### config.mk
export PLATFORM = sky130hd
export DESIGN_NAME = stream_prefetch_ctrl
export DESIGN_NICKNAME = d
export VERILOG_FILES = /design/src/rtl/stream_prefetch_ctrl.sv
export SDC_FILE = /design/constraint.sdc
export NUM_CORES = 1
export LEC_CHECK = 0
export ABC_AREA = 0
export CORE_AREA = 2 2 248 250
export CTS_CLUSTER_DIAMETER = 120
export DETAILED_ROUTE_END_ITERATION = 8
export DIE_AREA = 0 0 250 252
export PLACE_DENSITY_LB_ADDON = 0.12
export SETUP_SLACK_MARGIN = 0.5
export SLEW_MARGIN = 30
export SYNTH_ARGS = -nofsm -noshare
export SYNTH_HDL_FRONTEND = slang
export SYNTH_SLANG_ARGS = --single-unit
export TNS_END_PERCENT = 50
### constraint.sdc
create_clock -name clk_i -period 4.6 [get_ports clk_i]
set_clock_uncertainty 0.15 [all_clocks]
set_input_delay 0.46 -clock clk_i [delete_from_list [all_inputs] [get_ports clk_i]]
set_output_delay 0.46 -clock clk_i [all_outputs]
set_load 0.05 [all_outputs]
### src/rtl/stream_prefetch_ctrl.sv
// Sequential stream-buffer prefetcher: serves cache misses from the buffer head
// or from memory, and keeps the buffer filled with consecutive lines between misses.
module stream_prefetch_ctrl #(
    parameter int ADDR_WIDTH   = 28,
    parameter int LINE_WIDTH   = 128,
    parameter int PACKET_WIDTH = ADDR_WIDTH + LINE_WIDTH
) (
    input  logic                    clk_i,
    input  logic                    rst_i,
    input  logic                    miss_i,
    input  logic [ADDR_WIDTH-1:0]   miss_addr_i,
    output logic                    miss_ready_o,
    output logic [LINE_WIDTH-1:0]   miss_data_o,
    output logic                    mem_read_o,
    output logic [ADDR_WIDTH-1:0]   mem_addr_o,
    input  logic                    mem_ready_i,
    input  logic [LINE_WIDTH-1:0]   mem_rdata_i,
    output logic                    sb_write_o,
    output logic [PACKET_WIDTH-1:0] sb_packet_o,
    output logic                    sb_read_o,
    output logic                    sb_flush_o,
    input  logic [PACKET_WIDTH-1:0] sb_packet_i,
    input  logic                    sb_full_i,
    input  logic                    sb_empty_i,
    output logic [1:0]              dbg_state_o
);

    // Handshakes: miss_i is a level held until the one-cycle miss_ready_o pulse;
    // mem_read_o/mem_addr_o are held stable until the cycle mem_ready_i is high;
    // sb_write_o/sb_read_o/sb_flush_o are single-cycle strobes, never overlapping.

    typedef enum logic [1:0] {IDLE, LOOKUP, DEMAND, PREFETCH} state_t;

    state_t                  state_r, state_n;
    logic [ADDR_WIDTH-1:0]   req_addr_r, req_addr_n;
    logic [ADDR_WIDTH-1:0]   pf_addr_r, pf_addr_n;
    logic                    pf_active_r, pf_active_n;
    logic                    hit_pend_r, hit_pend_n;

    logic                    miss_ready_n;
    logic [LINE_WIDTH-1:0]   miss_data_n;
    logic                    mem_read_n;
    logic [ADDR_WIDTH-1:0]   mem_addr_n;
    logic                    sb_write_n;
    logic [PACKET_WIDTH-1:0] sb_packet_n;
    logic                    sb_read_n;
    logic                    sb_flush_n;

    logic [ADDR_WIDTH-1:0]   head_addr;
    logic [LINE_WIDTH-1:0]   head_data;
    logic                    head_hit;
    logic                    miss_accept;
    logic                    sb_quiet;

    assign head_addr = sb_packet_i[PACKET_WIDTH-1 -: ADDR_WIDTH];
    assign head_data = sb_packet_i[LINE_WIDTH-1:0];
    assign head_hit  = ~sb_empty_i && (head_addr == req_addr_r);

    // A miss still held high while its response is pending or being signalled
    // must not be accepted a second time.
    assign miss_accept = miss_i && ~hit_pend_r && ~miss_ready_o;
    // Buffer flags are registered: wait one cycle after any buffer strobe.
    assign sb_quiet    = ~sb_write_o && ~sb_read_o && ~sb_flush_o;

    assign dbg_state_o = state_r;

    always_comb begin
        state_n      = state_r;
        req_addr_n   = req_addr_r;
        pf_addr_n    = pf_addr_r;
        pf_active_n  = pf_active_r;
        hit_pend_n   = 1'b0;
        miss_ready_n = hit_pend_r;
        miss_data_n  = miss_data_o;
        mem_read_n   = mem_read_o;
        mem_addr_n   = mem_addr_o;
        sb_write_n   = 1'b0;
        sb_packet_n  = sb_packet_o;
        sb_read_n    = 1'b0;
        sb_flush_n   = 1'b0;

        case (state_r)
            IDLE: begin
                if (miss_accept) begin
                    req_addr_n = miss_addr_i;
                    state_n    = LOOKUP;
                end else if (pf_active_r && ~sb_full_i && sb_quiet) begin
                    mem_read_n = 1'b1;
                    mem_addr_n = pf_addr_r;
                    state_n    = PREFETCH;
                end
            end
            LOOKUP: begin
                if (head_hit) begin
                    sb_read_n   = 1'b1;
                    hit_pend_n  = 1'b1;
                    miss_data_n = head_data;
                    pf_active_n = 1'b1;
                    state_n     = IDLE;
                end else begin
                    sb_flush_n = 1'b1;
                    pf_addr_n  = req_addr_r + ADDR_WIDTH'(1);
                    mem_read_n = 1'b1;
                    mem_addr_n = req_addr_r;
                    state_n    = DEMAND;
                end
            end
            DEMAND: begin
                if (mem_ready_i && mem_read_o) begin
                    mem_read_n   = 1'b0;
                    miss_ready_n = 1'b1;
                    miss_data_n  = mem_rdata_i;
                    pf_active_n  = 1'b1;
                    state_n      = IDLE;
                end
            end
            PREFETCH: begin
                if (mem_ready_i && mem_read_o) begin
                    mem_read_n  = 1'b0;
                    sb_write_n  = 1'b1;
                    sb_packet_n = {pf_addr_r, mem_rdata_i};
                    pf_addr_n   = pf_addr_r + ADDR_WIDTH'(1);
                    state_n     = IDLE;
                end
            end
            default: state_n = IDLE;
        endcase
    end

    always_ff @(posedge clk_i) begin
        if (rst_i) begin
            state_r      <= IDLE;
            req_addr_r   <= '0;
            pf_addr_r    <= '0;
            pf_active_r  <= 1'b0;
            hit_pend_r   <= 1'b0;
            miss_ready_o <= 1'b0;
            miss_data_o  <= '0;
            mem_read_o   <= 1'b0;
            mem_addr_o   <= '0;
            sb_write_o   <= 1'b0;
            sb_packet_o  <= '0;
            sb_read_o    <= 1'b0;
            sb_flush_o   <= 1'b0;
        end else begin
            state_r      <= state_n;
            req_addr_r   <= req_addr_n;
            pf_addr_r    <= pf_addr_n;
            pf_active_r  <= pf_active_n;
            hit_pend_r   <= hit_pend_n;
            miss_ready_o <= miss_ready_n;
            miss_data_o  <= miss_data_n;
            mem_read_o   <= mem_read_n;
            mem_addr_o   <= mem_addr_n;
            sb_write_o   <= sb_write_n;
            sb_packet_o  <= sb_packet_n;
            sb_read_o    <= sb_read_n;
            sb_flush_o   <= sb_flush_n;
        end
    end

endmodule
# Word-level counts from Yosys, hierarchy flattened
# Index checks and enable logic that the tools add are counted.
op_classes:
  n_addsub: 2
  n_reduce_logical: 22
  bitwise_logic: 8
  n_mux: 28
  eq_ne: 12
ops:
  columns: ["cell", "count"]
  rows:
  - ["$mux 128", 2]
  - ["$pmux 128 s2", 1]
  - ["$mux 28", 5]
  - ["$pmux 28 s2", 2]
  - ["$add 28x1->28 const B", 2]
  - ["$eq 28x28->1", 1]
  - ["$ne 2x2->1 const B", 6]
  - ["$mux 1", 11]
  - ["$logic_and 1x1->1", 8]
  - ["$mux 2", 4]
  - ["$not 1->1", 8]
  - ["$reduce_and 4->1", 2]
  - ["$pmux 2 s3", 1]
  - ["$reduce_and 2->1", 3]
  - ["$reduce_and 3->1", 2]
  - ["$reduce_bool 2->1", 3]
  - ["$reduce_or 2->1", 3]
  - ["$eq 2x2->1 const B", 2]
  - ["$ne 3x3->1 const B", 1]
  - ["$pmux 1 s3", 1]
  - ["$eq 2x1->1 const B", 1]
  - ["$logic_not 2->1", 1]
  - ["$ne 2x1->1 const B", 1]
  - ["$pmux 1 s2", 1]
word_totals:
  wordCells: 84
  in_bits: 318
  out_inout_bits: 319
  reg_bits: 376

# Depth between registers and ports, before layout
# Gate-level depths: netlist (run 1).
depth:
  word_depth: 7
  ltp_mapped: 16
  depth_no_buf: 9

# Worst setup path before layout (run 1)
# Ideal clock, no wire load.
synth_timing:
  path_type: "flip-flop to flip-flop"
  startpoint: "reg state_r[1], in the netlist dbg_state_o[1]"
  endpoint: "reg pf_addr_r[18]"
  setup_time_ps: 123
  path_stages_with_launch: 17
  arrival_ps: 3448
  path_buffers: 7
  required_time_ps: 4327
  synth_period_minus_slack_ps: 3721
  slack_ps: 879
  path_cell_list: "dfxtp_1 -> buf_2 -> and2_4 -> buf_2 -> clkbuf_1 -> clkbuf_1 -> buf_2 -> nand2_1 -> nand2_1 -> ha_1 -> clkbuf_1 -> nand3_1 -> buf_2 -> nor4b_1 -> o22ai_1 -> nand3_1 -> nand3_1"
synth_via:
  elab_chain_cells: 3
  word_cells_on_any_way: 7
  cone_classes: "eq/ne: 4; mux: 1; reduce/logical: 2"
synth_rtl:
  columns: ["item", "line", "text"]
  rows:
  - ["start, declared", "34", "state_t state_r, state_n;"]
  - ["start signal, assigned", "146", "state_r <= state_n;"]
  - ["$eq 2x2->1 or $eq 2x1->1 (tied branches)", "82", "case (state_r)"]
  - ["$ne 2x2->1 (no source line) or $reduce_bool 2->1 (tied branches)", null, null]
  - ["$reduce_and 3->1 (no source line)", null, null]
  - ["end signal, assigned", "148", "pf_addr_r <= pf_addr_n;"]
  - ["end, declared", "36", "logic [ADDR_WIDTH-1:0] pf_addr_r, pf_addr_n;"]
# Several ways; a longest one is shown, not always the timed one.
# A chain may end at the register's enable or synchronous reset.

# Final worst setup path (run 1)
# Ends and elaborated chain as after synthesis.

==> summary.md, run 1 <==
| Metric | Value |
|---|---|
| Status | finished, final reports clean |
| Worst Hold Launch | rst_i |
| Crit Path Class | reg -> reg |
| Starting Density | 28.0% |
| Maximum vdd drop | 240 uV |
| DIE HEIGHT | 252 um |
| Worst EP arrival | 4.09 ns |
| Vias | 16400 |
| Placed instance count | 3255 |
| Hold Path Depth | 2 |
| CP endpoint kind | flop |
| Syn_nets | 2305 |
| WL/cell | just over 20 um |
| Pwr dens | 359 nW/um^2 |
| Clock Tree Buf Depth | 3 |
| Post-detail-place hpwl | 50.1 mm |
| Share of flip-flops with an asynchronous set or reset | 0% |
| CP Launch Point | dbg_state_o[1] |
| Root Driver | clkbuf_16 |
| Worst hold endpoint | pf_active_r |
| Reg2Reg Depth | 8 |
| Slew margin rel. | 18.5% |
| H-Tree Level Count | 2 |
| Largest net degree at the start of global routing | 168 |
| Pins Over Slew Limit | 0 |
| P&R area growth vs syn | 50.0% |
| Sequential-to-total area share from yosys stat | 44.8% |
| Max-Cap Viols | 0 |
| Layout cells sized above 1 | 9.00% |
| Layout Nets | 2841 |
| Post-CTS Resized | 0 |
| CP startpoint kind | flop |
| Core region area | roughly 60000 um^2 |
| Placed instance area | between 20000 and 25000 um^2 |
| CP Cell Sequence | nand2_2 > o21ai_0 > ha_1 > nand3_1 > nor4b_1 > o22ai_1 > nand3_1 > nand3_1 |
| CP Data Required Time | 4.90 ns |
| Most frequent CP cell | nand3_1 |
| EDFF count, synth | 0 |
| Gpl congestion | roughly 0.88 |
| Synthesized instance count | 1986 |
| Hold slack | 0.238 ns |
| Worst-path fanout max | 18 |
| Fin crit share | 82.3% |
| Post-route ant nets | 0 |
| Synth Cell Area | 16800 um^2 |
| Clock buffer count from CTS | 46 |
| Commonest cells after routing, fill and taps aside | clkdlybuf4s50_1 (635), nand2_1 (474), dfxtp_1 (376) |
| Drt drc | 0 |
| DR pass1 iterations | 5 |
| DR vias/cell | 4.90 |
| Crit-path leading delay family | simple AND/OR/NAND/NOR gates |
| Fin cells | 3341 |
| RSZ-0062 raised after global routing | no |
| Leakage power | 8.86 nW |
| Max frequency | 0.264 GHz |
| Yosys warning count | 0 |
| Buf/Inv on CP | 0 |
| Slew @ Worst Pin | 1.22 ns |
| Worst-skew pair later-pin latency | ~0.57 ns |
| Delay of the slowest critical-path stage | 0.81 ns |
| Cts hold-fix bufs | 0 |
| Initial drt markers | 920 |
| Final min period | 3.79 ns |
| CTS clk-pin slew, worst paths | 0.06 ns |
| Mapped Avg Cell Area | approximately 8.5 um^2 |
| Initial antenna violation count | 7 |
| Fillers | 6058 |
| Remaining Overflow, GRT | 0 |
| Synth unique cells | 59 |
| Critical path's slowest cell | nor4b_1 |
| I/O Pins | 637 |
| Final Hold Fails | 0 |
| Gr usage total | 20.8% |
| Reg-to-reg slack, setup | 0.81 ns |
| Vias in the first global route | 15800 |
| Register bit count reported by yosys | 376 |
| Post-CTS Setup Repair Bufs | 0 |
| CTS tree | done |
| IO Port Bufs | 636 |
| Predominant post-synthesis flop cell | dfxtp_1 |
| Core Rows | 90 |
| Fin area | between 20000 and 30000 um^2 |
| Die X-Extent | 250 um |
| Commonest non-fill, non-tap cell in the layout | clkdlybuf4s50_1 |
| Hold WC Path Type | in -> reg |
| Die area | 63000 um^2 |
| Setup TNS | 0 ns |
| CTS sink count | around 380 |
| Critical R2R Launch | dbg_state_o[1] |
| Setup violators final | 0 |
| R2R Path End | pf_addr_r[18] |
| First-pass GRT wire length | 101 mm |
| WL final | 69.0 mm |
-- worst reg2reg max path: stages, from the launching register on --
cell,delay [ns]
dfxtp_1,0.59
nand2_2,0.35
o21ai_0,0.40
ha_1,0.40
nand3_1,0.54
nor4b_1,0.82
o22ai_1,0.21
nand3_1,0.13
nand3_1,0.09
-- kinds of logic after synthesis --
kind of cell	share of synthesized area, %
AND/OR/NAND/NOR	19.2
AO/OA/AOI/OAI	20.4
flip-flops	44.8
buffers and inverters	5.43
multiplexers	8.54
XOR/XNOR	1.62
adder cells (fa/ha/maj)	0.0744
-- cells in the mapped netlist, types with 3 or more instances --
| cell | instances | share of area (%) |
|---|---|---|
| nand2_1 | 474 | 11 |
| clkbuf_1 | 113 | 2.5 |
| o21ai_1 | 3 | 0.089 |
| o21ai_0 | 24 | 0.71 |
| xnor2_1 | 21 | 1.1 |
| mux2i_1 | 139 | 8.3 |
| xor2_1 | 10 | 0.52 |
| inv_1 | 12 | 0.27 |
| mux2_2 | 4 | 0.27 |
| nor4_1 | 8 | 0.30 |
| buf_2 | 35 | 1.0 |
| o211ai_1 | 11 | 0.49 |
| buf_4 | 13 | 0.58 |
| nand2b_1 | 4 | 0.15 |
| a311oi_1 | 22 | 1.1 |
| nand3_1 | 37 | 1.1 |
| buf_6 | 13 | 0.87 |
| o22ai_1 | 10 | 0.37 |
| nand4_1 | 25 | 0.93 |
| nand3b_1 | 7 | 0.31 |
| a211oi_2 | 110 | 8.2 |
| nor3_1 | 11 | 0.33 |
| o2111ai_1 | 10 | 0.52 |
| a22oi_1 | 3 | 0.13 |
| a211oi_1 | 27 | 1.2 |
| buf_1 | 5 | 0.11 |
| nor4b_1 | 3 | 0.16 |
| nor2b_1 | 7 | 0.26 |
| a31oi_1 | 10 | 0.37 |
| o21a_1 | 3 | 0.13 |
| nor2_1 | 197 | 4.4 |
| a21o_1 | 3 | 0.13 |
| dfxtp_1 | 376 | 45 |
| and3_1 | 4 | 0.15 |
| a21oi_1 | 205 | 6.1 |
-- stage by stage --
stage	power, W	util [%]	setup slack, ns
2_1_floorplan	0.00477	-	0.879
3_3_place_gp	0.00559	39.4	0.852
3_5_place_dp	0.00560	39.5	0.708
4_1_cts	0.00918	41.9	0.948
5_1_grt	0.00944	41.9	0.636
6_report	0.00905	41.9	0.815
-- cell type report --
type | instances | area [um^2] | share of cell area (%)
clock inverters | 13 | 111 | 0.442
well taps | 782 | 978 | 3.88
multi-input cells | 1418 | 8430 | 33.4
flip-flops and latches | 376 | 7530 | 29.9
diodes | 4 | 10.0 | 0.0397
clock buffers | 68 | 1340 | 5.33
repair buffers | 668 | 6770 | 26.8
inverters | 12 | 45.0 | 0.179
-- layer usage --
metal / vias to the layer above / wire length (um) / global-route usage (%)
met5: - / 41 / 0
met1: 7723 / 28100 / 24.9
met2: 585 / 32800 / 35.1
li1: 7950 / - / -
met4: 6 / 2370 / 8.06
met3: 115 / 5650 / 6.27
-- power by group --
group,switching (W),leakage (nW),total (W),internal [W]
sequential,0.000162,3.04,0.00356,0.00340
clock,0.00144,0.720,0.00351,0.00207
combinational,0.00118,5.10,0.00197,0.000792
-- registers in the layout, indices dropped and copies added (netlist names) --
register	count
sb_packet_o	156
miss_data_o	128
mem_addr_o	28
pf_addr_r	28
req_addr_r	28
dbg_state_o	2
hit_pend_r	1
mem_read_o	1
miss_ready_o	1
pf_active_r	1
sb_flush_o	1
sb_write_o	1
-- worst max-delay path by stage --
| stage | slack (ns) | end | cells past startpoint |
|---|---|---|---|
| 2_1_floorplan | 0.88 | pf_addr_r[18] | 16 |
| 3_3_place_gp | 0.85 | miss_data_o[52] | 9 |
| 3_5_place_dp | 0.71 | miss_data_o[44] | 9 |
| 4_1_cts | 0.95 | pf_addr_r[18] | 8 |
| 5_1_grt | 0.64 | pf_addr_r[18] | 8 |
| 6_report | 0.81 | pf_addr_r[18] | 8 |
Note: power is estimated with default switching activity, not from simulation.
==> run 2, diff against run 1 <==
==> constraint.sdc (replaced) <==
create_clock -name clk_i -period 3.5 [get_ports clk_i]
set_clock_uncertainty 0.15 [all_clocks]
set_input_delay 0.35 -clock clk_i [delete_from_list [all_inputs] [get_ports clk_i]]
set_output_delay 0.35 -clock clk_i [all_outputs]
set_load 0.05 [all_outputs]
==> summary.md, run 2 (synthesis gave the netlist of run 1 again) <==
| Metric | Value |
|---|---|
| Status | finished, final reports clean |
| DP Worst Slack | 0.0833 ns |
| DR vias/cell | 4.89 |
| Max frequency | 0.344 GHz |
| Worst Hold Launch | rst_i |
| First-pass GRT wire length | 102 mm |
| Gr usage total | 21.0% |
| Largest Register | sb_packet_o |
| Gpl congestion | 0.865 |
| Clock buffer count from CTS | 46 |
| Post-detail-place hpwl | 51.3 mm |
| Vias in the first global route | approximately 16000 |
| Setup TNS | 0 ns |
| WL final | about 70 mm |
| CP startpoint kind | flop |
| Post-route ant nets | 0 |
| Met1 Usage GRT | 26.0% |
| Fin cells | 3370 |
| Top flop regs | sb_packet_o x156, miss_data_o x128 |
| Vias | roughly 16000 |
| Hold WC Path Type | in -> reg |
| Initial antenna violation count | 7 |
| Initial drt markers | between 900 and 1000 |
| Hold Path Depth | 2 |
| Buf/Inv on CP | 1 |
| Pins Over Slew Limit | 0 |
| Starting Density | between 20% and 30% |
| Largest register FFs | 156 |
| Reg-to-reg slack, setup | slightly below 0.6 ns |
| Crit Path Class | reg -> reg |
| Crit-path leading delay family | simple AND/OR/NAND/NOR gates |
| Reg2Reg Depth | 10 |
| Final Hold Fails | 0 |
| Worst hold endpoint | mem_read_o |
| Met2 Use GR | 35.8% |
| Drt drc | 0 |
| R2R Path End | pf_addr_r[22] |
| Clock Tree Buf Depth | 3 |
| Layout Nets | between 2000 and 3000 |
| Root Driver | clkbuf_16 |
| Leakage power | 9.04 nW |
| Critical R2R Launch | dbg_state_o[0] |
| Final min period | a little under 3 ns |
| Worst-skew pair later-pin latency | 0.57 ns |
| CP Cell Sequence | nand2_2 > buf_4 > nand2_1 > o21ai_0 > ha_1 > nand3_2 > nor3_1 > mux2_2 > nand2_1 > a21oi_1 |
| P&R area growth vs syn | 52.0% |
| Fillers | 5938 |
| CP Data Required Time | 3.75 ns |
| Critical path's slowest cell | nor3_1 |
| Fin crit share | 82.9% |
| Placed instance count | 3280 |
| Delay of the slowest critical-path stage | 0.43 ns |
| Met3 usage in global routing | 5.01% |
| CTS clk-pin slew, worst paths | 0.06 ns |
| Die X-Extent | 250 um |
| Worst EP arrival | 3.16 ns |
| Register area | 7540 um^2 |
| I/O Pins | ~640 |
| Setup violators final | 0 |
| DR pass1 iterations | 7 |
| IO Port Bufs | 636 |
| Fin worst setup slack | 0.597 ns |
| CTS sink count | 376 |
| Layout cells sized above 1 | a little over 10% |
| Max-Cap Viols | 0 |
| Remaining Overflow, GRT | 0 |
| Largest net degree at the start of global routing | 172 |
| DIE HEIGHT | 252 um |
| Area taken by multi-input logic gates | 8480 um^2 |
| Slew @ Worst Pin | 1.06 ns |
| Worst-path fanout max | 12 |
| CP endpoint kind | flop |
| Core region area | 60100 um^2 |
| Hold slack | about 0.044 ns |
| H-Tree Level Count | 2 |
| Core Rows | 90 |
| Commonest cells after routing, fill and taps aside | clkdlybuf4s50_1 (635), nand2_1 (474), dfxtp_1 (373) |
| Commonest non-fill, non-tap cell in the layout | clkdlybuf4s50_1 |
| WL/cell | a little over 20 um |
| Pwr dens | 472 nW/um^2 |
| Most frequent CP cell | nand2_1 |
| CTS tree | done |
| Maximum vdd drop | 363 uV |
| Slew margin rel. | 29.6% |
| GR peak layer | met2 |
| RSZ-0062 raised after global routing | yes |
| Die area | 63000 um^2 |
## run 2: cell count changes in the layout (fill, tap and decap cells not counted), sizes merged
cell	previous run	this run
buf	33	58
bufinv	1	2
clkinv	9	11
clkbuf	68	69
inv	14	13
diode	4	5
## run 2: cell type report
class                   count  share of cell area [%]
flip-flops and latches    376                    29.5
inverters                  12                   0.176
repair buffers            694                    27.5
clock inverters            15                   0.514
multi-input cells        1418                    33.2
diodes                      5                  0.0490
clock buffers              68                    5.23
well taps                 782                    3.83
## run 2: through the flow
| step | area (um^2) | util, % | total power (W) |
|---|---|---|---|
| detailed placement | 24000 | 39.9 | 0.00744 |
| floorplan | 16900 | - | 0.00628 |
| global placement | 24000 | 39.9 | 0.00743 |
| CTS | 25500 | 42.4 | 0.0122 |
| finish | 25500 | 42.5 | 0.0120 |
| global route | 25500 | 42.5 | 0.0125 |
## run 2: report_power, final
| group | internal (W) | total, W | switching [W] |
|---|---|---|---|
| Sequential | 0.00447 | 0.00466 | 0.000187 |
| Combinational | 0.00108 | 0.00268 | 0.00160 |
| Clock | 0.00278 | 0.00471 | 0.00193 |
## run 2: per-layer routing
layer | up-vias | wire, um
met3 | 99 | 4790
met2 | 600 | 34000
met5 | - | 22
met1 | 7796 | 29300
met4 | 4 | 1960
li1 | 7997 | -
## run 2: worst max path at each step
stage | slack (ns) | cells after the start | start | end
after floorplan | 0.48 | 16 | dbg_state_o[1] | pf_addr_r[18]
after global routing | 0.43 | 10 | dbg_state_o[0] | pf_addr_r[22]
after global placement | 0.27 | 10 | sb_packet_i[141] | miss_data_o[25]
after CTS | 0.53 | 9 | req_addr_r[13] | miss_data_o[22]
final | 0.60 | 10 | dbg_state_o[0] | pf_addr_r[22]
after detailed placement | 0.08 | 10 | sb_packet_i[149] | miss_data_o[22]
## run 2: what timing repair did
item,CTS,global route
hold buffers,0,0
setup buffers,0,1
resized for setup,2,4
setup endpoints to repair,93,88
cloned,0,1
pin swaps,0,1
